## config.mk

```make
export PLATFORM = sky130hd
export DESIGN_NAME = switch_input_port
export DESIGN_NICKNAME = d
export VERILOG_FILES = /design/src/rtl/switch_input_port_pkg.sv /design/src/rtl/switch_input_port_debounce_cell.sv /design/src/rtl/switch_input_port.sv
export SDC_FILE = /design/constraint.sdc
export NUM_CORES = 1
export LEC_CHECK = 0
export ABC_AREA = 1
export CORE_ASPECT_RATIO = 0.9
export CORE_MARGIN = 2
export CORE_UTILIZATION = 40
export CTS_CLUSTER_DIAMETER = 60
export CTS_CLUSTER_SIZE = 16
export DETAILED_ROUTE_END_ITERATION = 8
export GPL_TIMING_DRIVEN = 0
export HOLD_SLACK_MARGIN = 0.08
export PLACE_DENSITY = 0.7
export SYNTH_ARGS = -nofsm -noshare
export SYNTH_HDL_FRONTEND = slang
export SYNTH_SLANG_ARGS = --single-unit
```

## constraint.sdc

```tcl
create_clock -name clock -period 3.1 [get_ports clock]
set_clock_uncertainty 0.2 [all_clocks]
set_input_delay 0.62 -clock clock [delete_from_list [all_inputs] [get_ports clock]]
set_output_delay 0.62 -clock clock [all_outputs]
set_load 0.005 [all_outputs]
```

## src/rtl/switch_input_port_pkg.sv

```systemverilog
// Shared types and default parameters for the switch input port.
`timescale 1ns/1ps
package switch_input_port_pkg;

    typedef enum logic {
        STABLE   = 1'b0,
        COUNTING = 1'b1
    } deb_state_e;

    localparam int WORD_W_DEF      = 8;
    localparam int DEB_CYCLES_DEF  = 16;
    localparam int SYNC_STAGES_DEF = 2;

endpackage

```

## src/rtl/switch_input_port_debounce_cell.sv

```systemverilog
// Synchroniser plus debounce FSM for one input group; the whole group commits
// only after DEB_CYCLES consecutive cycles with an unchanged synchronised value.
`timescale 1ns/1ps
module debounce_cell
    import switch_input_port_pkg::*;
#(
    parameter int WIDTH       = 1,
    parameter int SYNC_STAGES = SYNC_STAGES_DEF,
    parameter int DEB_CYCLES  = DEB_CYCLES_DEF
) (
    input  logic             clock,
    input  logic             n_reset,
    input  logic [WIDTH-1:0] din_raw,
    output logic [WIDTH-1:0] dout
);

    localparam int CNT_W = $clog2(DEB_CYCLES);
    localparam logic [CNT_W-1:0] CNT_LAST = CNT_W'(DEB_CYCLES - 1);

    logic [WIDTH-1:0] sync_q [SYNC_STAGES];
    logic [WIDTH-1:0] sync_s;

    deb_state_e       state_q, state_d;
    logic [WIDTH-1:0] cand_q, cand_d;
    logic [WIDTH-1:0] stable_q, stable_d;
    logic [CNT_W-1:0] cnt_q, cnt_d;

    // Metastability synchroniser chain
    always_ff @(posedge clock or negedge n_reset) begin
        if (!n_reset) begin
            for (int i = 0; i < SYNC_STAGES; i++) begin
                sync_q[i] <= {WIDTH{1'b0}};
            end
        end else begin
            sync_q[0] <= din_raw;
            for (int i = 1; i < SYNC_STAGES; i++) begin
                sync_q[i] <= sync_q[i-1];
            end
        end
    end

    assign sync_s = sync_q[SYNC_STAGES-1];

    // Debounce next-state: any change of the candidate restarts the count
    always_comb begin
        state_d  = state_q;
        cand_d   = cand_q;
        stable_d = stable_q;
        cnt_d    = cnt_q;
        case (state_q)
            STABLE: begin
                if (sync_s != stable_q) begin
                    cand_d  = sync_s;
                    cnt_d   = {CNT_W{1'b0}};
                    state_d = COUNTING;
                end else begin
                    state_d = STABLE;
                end
            end
            COUNTING: begin
                if (sync_s != cand_q) begin
                    cand_d = sync_s;
                    cnt_d  = {CNT_W{1'b0}};
                end else if (cnt_q == CNT_LAST) begin
                    stable_d = cand_q;
                    state_d  = STABLE;
                end else begin
                    cnt_d = cnt_q + CNT_W'(1);
                end
            end
            default: begin
                state_d = STABLE;
            end
        endcase
    end

    // Debounce FSM registers
    always_ff @(posedge clock or negedge n_reset) begin
        if (!n_reset) begin
            state_q  <= STABLE;
            cand_q   <= {WIDTH{1'b0}};
            stable_q <= {WIDTH{1'b0}};
            cnt_q    <= {CNT_W{1'b0}};
        end else begin
            state_q  <= state_d;
            cand_q   <= cand_d;
            stable_q <= stable_d;
            cnt_q    <= cnt_d;
        end
    end

    assign dout = stable_q;

endmodule

```

## src/rtl/switch_input_port.sv

```systemverilog
// Debounced switch/button input port with press capture and valid/ack handshake.
// Optional sticky overrun flag enabled by defining SWITCH_PORT_OVERRUN_EN.
`timescale 1ns/1ps
module switch_input_port
    import switch_input_port_pkg::*;
#(
    parameter int WORD_W      = WORD_W_DEF,
    parameter int DEB_CYCLES  = DEB_CYCLES_DEF,
    parameter int SYNC_STAGES = SYNC_STAGES_DEF
) (
    input  logic              clock,
    input  logic              n_reset,
    input  logic [WORD_W-1:0] switches_raw,
    input  logic              button_raw,
    input  logic              rd_ack,
    output logic [WORD_W-1:0] switches,
    output logic [WORD_W-1:0] latched,
    output logic              data_valid,
    output logic              press_pulse
`ifdef SWITCH_PORT_OVERRUN_EN
    ,
    output logic              overrun
`endif
);

    logic [WORD_W-1:0] sw_stable_s;
    logic              btn_stable_s;

    logic              btn_prev_q, btn_prev_d;
    logic              press_pulse_q, press_pulse_d;
    logic [WORD_W-1:0] latched_q, latched_d;
    logic              data_valid_q, data_valid_d;

    debounce_cell #(
        .WIDTH      (WORD_W),
        .SYNC_STAGES(SYNC_STAGES),
        .DEB_CYCLES (DEB_CYCLES)
    ) u_sw_deb (
        .clock  (clock),
        .n_reset(n_reset),
        .din_raw(switches_raw),
        .dout   (sw_stable_s)
    );

    debounce_cell #(
        .WIDTH      (1),
        .SYNC_STAGES(SYNC_STAGES),
        .DEB_CYCLES (DEB_CYCLES)
    ) u_btn_deb (
        .clock  (clock),
        .n_reset(n_reset),
        .din_raw(button_raw),
        .dout   (btn_stable_s)
    );

    // Edge detect and capture/handshake; a fresh capture beats a same-cycle ack
    always_comb begin
        btn_prev_d    = btn_stable_s;
        press_pulse_d = btn_stable_s & ~btn_prev_q;
        latched_d     = latched_q;
        data_valid_d  = data_valid_q;
        if (press_pulse_q) begin
            latched_d    = sw_stable_s;
            data_valid_d = 1'b1;
        end else if (rd_ack && data_valid_q) begin
            data_valid_d = 1'b0;
        end else begin
            data_valid_d = data_valid_q;
        end
    end

    // Press detection and capture registers
    always_ff @(posedge clock or negedge n_reset) begin
        if (!n_reset) begin
            btn_prev_q    <= 1'b0;
            press_pulse_q <= 1'b0;
            latched_q     <= {WORD_W{1'b0}};
            data_valid_q  <= 1'b0;
        end else begin
            btn_prev_q    <= btn_prev_d;
            press_pulse_q <= press_pulse_d;
            latched_q     <= latched_d;
            data_valid_q  <= data_valid_d;
        end
    end

    assign switches    = sw_stable_s;
    assign latched     = latched_q;
    assign data_valid  = data_valid_q;
    assign press_pulse = press_pulse_q;

`ifdef SWITCH_PORT_OVERRUN_EN
    logic overrun_q, overrun_d;

    // Sticky overrun: a press over an unconsumed word, released by ack
    always_comb begin
        overrun_d = overrun_q;
        if (press_pulse_q && data_valid_q && !rd_ack) begin
            overrun_d = 1'b1;
        end else if (rd_ack) begin
            overrun_d = 1'b0;
        end else begin
            overrun_d = overrun_q;
        end
    end

    // Overrun flag register
    always_ff @(posedge clock or negedge n_reset) begin
        if (!n_reset) begin
            overrun_q <= 1'b0;
        end else begin
            overrun_q <= overrun_d;
        end
    end

    assign overrun = overrun_q;
`endif

endmodule
```

==> out/summary.txt <==
Status: complete, no violations
Reg clk slew, reported paths: 60 ps
Worst-case reg-to-reg path depth: 7
Per-cell routed wire length: 11.84 um
Rel. slew slack: 0.6742
Final setup vio count: 0
RSZ-0062 raised after global routing: false
Area of the multi-input gates: 800.8 um2
Number of diodes: 0
Post-synth EDFFs: 0
Vias: 1699
Synthesis warning total: 0
Nature of the critical path startpoint: flop
Rows: 26
CTS sink count: 57
First-pass GRT wire length: 7369 um
Period minus WS final: 2140 ps
Area added between synthesis and finish: 26.53%
Worst-margin pin slew: 488.7 ps
Drt pass-1 iters: 4
Die area: 0.006501 mm2
Met2 Usage GRT: 0.2142
Vias in the first global route: 1574
Critical-path cell list: clkdlybuf4s50_1
Post-synthesis cell type count: 24
Slew Viols, Final: 0
Final core occ: 0.5250
Worst Hold Depth: 0
Post-Syn Nets: 258
Syn avg cell area: 9.625 um2
Top post-synthesis cells by area: dfrtp_1 61%, nand2_1 14%, xnor2_1 4.8%
Die X: 84.77 um
Syn Inst Count: 244
Min-delay worst type: reg2reg
Die Ht: 76.69 um
Initial drt markers: 105
Critical path class: reg2out
Hold Path End: u_sw_deb.sync_s[2]
Final hold violation count: 0
Worst endpoint data arrival time: 1320 ps
Detailed placer's ending HPWL: 3023 um
Power per cell area: 545.9 mW/mm2
Vias per Instance: 4.706
Fin nets: 300
Fillers: 521
CTS tree: yes
Final ANT Viol Nets: 0
Top-area cell type share of the netlist area: 0.6074
I/O pin cnt: 30
M1 GR Usage: 0.1917
Sequential share of the synthesized area: 0.6074
Leakage: 0.001477 uW
CP Data Required Time: 2280 ps
Grt ovf: 0
Root buf cell: clkbuf_8
Met3 global-route usage: 0.05167
Total wire length: 4275 um
Ys flop type: dfrtp_1
Worst-skew pair later-pin latency: 330 ps
Initial antenna violation count: 0
Number of port buffers: 29
Max_cap viols: 0
Hold Slack: 144.4 ps
Crit-path max FO: 4
Async SR Flop Fraction: 1.000
Peak supply drop: 0.0005600 V
Min-delay src: u_sw_deb.sync_q[10]
GPL Wtd Cong: 0.7983
Core area: 0.005660 mm2
Largest net degree at the start of global routing: 37
Post-synth top cells: 88 x nand2_1, 57 x dfrtp_1, 19 x nand3_1, 17 x inv_1, 13 x xnor2_1
Layout cells sized above 1: 0.1065
Clock Path Buffers: 2
Sum of buffers and inverters on the critical path: 1
Fmax: 467.3 MHz
Delay of the slowest cell on the worst path: 550 ps
Delay-heaviest family, CP: buffers and inverters
Count leader, synth: nand2_1
Reg-to-reg setup timing slack: 1470 ps
Final worst slack: 959.9 ps
Total GRT Usage: 0.1451
Global-route layer with the greatest usage: met2
Storage cell area: 0.001426 mm2
Htree depth: 3
Cell area after synthesis: 0.002349 mm2
Critical Path Sink Type: primary output
Initial core utilization: 0.4149
FF-to-FF Start: u_sw_deb.cnt_q[0]
R2r endpoint: u_sw_deb.cnt_q[2]
Cell taking the most area after synthesis: dfrtp_1
DRC: 0
Crit-path slowest cell: clkdlybuf4s50_1
Final period utilization: 0.6904
Dpl ws: 1307 ps
Setup Buffers After CTS: 0
Synthesis-stage register bit count: 57
CTS Buf Count: 9
worst max path at each step:
stage	start	end	slack, ps	cells past startpoint
global route	u_sw_deb.dout[5]	switches[5]	890	1
detailed placement	u_sw_deb.dout[7]	switches[7]	1310	1
finish	u_sw_deb.dout[5]	switches[5]	960	1
floorplan	u_btn_deb.sync_s	u_btn_deb.cnt_q[0]	1650	7
global placement	n_reset	latched[1]	-520	1
CTS	u_sw_deb.dout[7]	switches[7]	930	1
registers in the layout, indices dropped and copies added (netlist names), 4 cells and up:
register / flops
latched: 8
u_sw_deb.cand_q: 8
u_sw_deb.dout: 8
u_sw_deb.sync_q: 8
u_sw_deb.sync_s: 8
u_btn_deb.cnt_q: 4
u_sw_deb.cnt_q: 4
layer usage:
metal  routed length [um]  vias up  part of all wire
met4                   49        0             0.011
met5                    0        -                 0
li1                     -      860                 -
met2                 2008       38              0.47
met1                 2041      796              0.48
met3                  175        5             0.041
area by class of cell:
class / instances / area share
Timing Repair Buffer: 31 / 0.1061
Tap cell: 70 / 0.02947
Clock buffer: 11 / 0.04758
Multi-Input combinational cell: 161 / 0.2695
Sequential cell: 57 / 0.4800
Inverter: 20 / 0.02526
Clock inverter: 5 / 0.02653
Buffer: 6 / 0.01558
placed cells by master (no fill, tap or decap), types with 2 or more instances in the layout:
cell type / n
nand2_1: 88
dfrtp_1: 57
clkdlybuf4s50_1: 28
nand3_1: 19
inv_1: 17
xnor2_1: 13
nand4_1: 11
clkbuf_8: 10
nor2_1: 5
a21oi_1: 4
o21ai_1: 4
xor2_1: 3
nor2_2: 3
buf_6: 3
clkbuf_1: 3
nand2_2: 3
inv_2: 2
buf_2: 2
ha_1: 2
bufinv_16: 2
clkinv_2: 2
kinds of logic after synthesis:
group | count (synthesis) | synth area share
compound gates | 10 | 0.02238
xor+xnor | 16 | 0.05967
fa+ha+maj | 2 | 0.01065
buf+inv | 26 | 0.05168
flops | 57 | 0.6074
simple gates | 133 | 0.2483
through the flow:
step	instances	instance area (um2)	power [uW]	setup TNS, ps
CTS	361	2972	1650	0
global placement	343	2726	875.8	-29480
detailed placement	344	2741	882.4	0
finish	361	2972	1622	0
global route	361	2972	1703	0
floorplan	244	2349	839.9	0
report_power, final:
part	leakage (uW)	internal, uW	switching (uW)	total, uW
clock	0.000113	473	280	753
sequential	0.000721	769	21.6	791
combinational	0.000642	37.3	41.1	78.3
timing repair:
| action | 4_1_cts | 5_1_grt |
|---|---|---|
| hold buffers | 1 | 0 |
| hold endpoints to repair | 21 | 0 |
| gates resized for setup | 0 | 0 |
No activity file was read; power rests on OpenSTA's default activity.
==> RTL change: new RTL, same flow settings <==
The option `SWITCH_PORT_OVERRUN_EN` is turned on by a define.
--- a/src/rtl/switch_input_port.sv
+++ b/src/rtl/switch_input_port.sv
@@ -3,2 +3,4 @@
 `timescale 1ns/1ps
+`define SWITCH_PORT_OVERRUN_EN
+
 module switch_input_port
Check against the original RTL (old outputs only; new: overrun): equivalent (equiv_simple and equiv_induct, registers matched by name and starting in step).
==> RTL change against the original RTL <==
- sequential power is 2% higher
- maximum frequency is 2.9% higher
- power decreased by 4.3%
- utilization decreased by 1.9 points
- routed wire length increased by 5.7%
- synthesized area increased by 4.4%
- final area rose by 2.4%
- sequential cell count increased by 1
- setup slack better by 0.059 ns
- critical path type unchanged
- largest power group unchanged
==> RTL change: results (changes against the original RTL) <==
[outcome]
status = finished clean  ; unchanged

[layout]
nets = 320  ; was 300
drive_gt1_share_pct = 13.2  ; was 10.7%
multiInputCombCellCount = 164  ; was 161
multiInputGateArea_sq_um = 825  ; was 801 sq um
nClkBuffers = 10  ; was 11
seq_share_pct = 47.7  ; was 48.0%
inv_count = 39  ; was 20
bufAreaShareNonClock_pct = 11.3  ; was 12.2%
seq_cells = 58  ; was 57
signal_buffers = 34  ; was 37
n_fill_cell = 563  ; was 521
clock_area_share_pct = 6.09  ; was 7.41%

[yosys]
synth_seq_area_share_pct = 59.2  ; was 60.7%
synthAdderAreaFrac_pct = 1.02  ; was 1.07%
synth_cells = 264  ; was 244
synth_nets = 278  ; was 258
synth_compound_area_share_pct = 8.01  ; was 2.24%
yosysWarnings = 0  ; unchanged
synthTopCellsByCount = nand2_1, dfrtp_1, inv_1  ; was nand2_1, dfrtp_1, nand3_1
synth_xor_area_share_pct = 3.21  ; was 5.97%
synthTopCellsByArea = dfrtp_1, nand2_1, inv_1  ; was dfrtp_1, nand2_1, xnor2_1
synth_cell_types = 27  ; was 24

[power]
vdd_ir_drop_max_v = 0.000281  ; was 0.000560 V
leakagePower_uw = 0.00146  ; was 0.00148 uW
p_sw_uw = 362  ; was 343 uW

[grt]
grt_max_degree = 33  ; was 37
gr-usage-met2_pct = 21.2  ; was 21.4%
grt_pass1_wl_microns = 7800  ; was 7370 microns
grt.overflow.total = 0  ; unchanged
grtUsageMet3_pct = 3.89  ; was 5.17%
antenna_found_initial = 0  ; unchanged
use_met1_pct = 21.1  ; was 19.2%
grt_usage_pct = 15.3  ; was 14.5%
grt_pass1_vias = 1686  ; was 1,574

[routing]
vias = 1750  ; was 1,699
met1_length_microns = 2230  ; was 2040 microns
viasPerCell = 4.57  ; was 4.71
wl_met2_microns = 1950  ; was 2010 microns
firstDrtPassIters = 4  ; unchanged
drtIter0Drc = 125  ; was 105
wl_per_cell_microns = 11.8  ; about the same
wl_met3_microns = 190  ; was 175 microns

[critical_path]
slowest_stage = clkdlybuf4s50_1  ; unchanged
max_stage_delay_ns = 0.53  ; was 0.55 ns
critPathArrivalTime_ns = 1.26  ; was 1.32 ns
r2r_setup_slack_ns = 1.35  ; was 1.47 ns
cp_top_family = buffers and inverters  ; unchanged

[placed_design]
hpwl_microns = 3320  ; was 3020 microns
dp.cells = 367  ; was 344
gp_congestion = 0.873  ; was 0.798
portBuffers = 30  ; was 29

[clocking]
postCtsSetupBuffers = 0  ; unchanged
cts_buffer_depth = 2  ; unchanged
clkSlewWorstSetupHoldPaths_ns = 0.07
clkLatencyLatePin_ns = 0.33  ; about the same
htreeDepth = 3  ; unchanged

[timing]
period_share_pct = 67.1  ; was 69.0%
relSlewSlack_pct = 59.9  ; was 67.4%

[min_path]
hold_class = input port to async pin  ; was flop to flop

-- RTL change: changes by cell type in the layout (fill, tap and decap cells not counted), moves of 5 or more --
cell	unedited run	this run
inv_1	17	31
a21oi_1	4	14
nor2_1	5	28
nand4_1	11	1
nand2_1	88	64
xnor2_1	13	6
o21ai_0	1	16
inv_2	2	7
nand3_1	19	8
-- RTL change: final timing paths --
kind                                              startpoint  depth (start not counted)                            end
worst max register to register  u_sw_deb.sync_s[5]$_DFF_PN0_                          7   u_sw_deb.dout[6]$_DFFE_PN0P_
worst min-delay path                                 n_reset                          1  u_sw_deb.cnt_q[0]$_DFFE_PN0P_
worst max-delay path            u_sw_deb.dout[0]$_DFFE_PN0P_                          1                    switches[0]
max in group asynchronous                            n_reset                          2         latched[3]$_DFFE_PN0P_
min in group clock              u_sw_deb.sync_q[9]$_DFF_PN0_                          0   u_sw_deb.sync_s[1]$_DFF_PN0_
worst min register to register  u_sw_deb.sync_q[9]$_DFF_PN0_                          0   u_sw_deb.sync_s[1]$_DFF_PN0_
-- RTL change: through the flow --
step | utilization [%] | power [uW] | setup WS (ns) | hold slack, ns | cell area, sq um
after detailed placement | 47.5 | 917 | 1.36 | 0.135 | 2860
after global routing | 50.6 | 1630 | 0.941 | 0.135 | 3040
after floorplan | - | 871 | 1.56 | 0.124 | 2450
final | 50.6 | 1550 | 1.02 | 0.0943 | 3040
after global placement | 47.3 | 911 | -0.569 | 0.132 | 2840
after CTS | 50.6 | 1580 | 0.984 | 0.0987 | 3040
-- RTL change: power by group through the flow --
stage	Clock (uW)	Sequential (uW)	Combinational, uW
CTS	674	805	98.0
detailed placement	0	819	97.8
global placement	0	818	92.8
global route	714	809	111
finish	651	806	95.7
floorplan	0	814	56.8
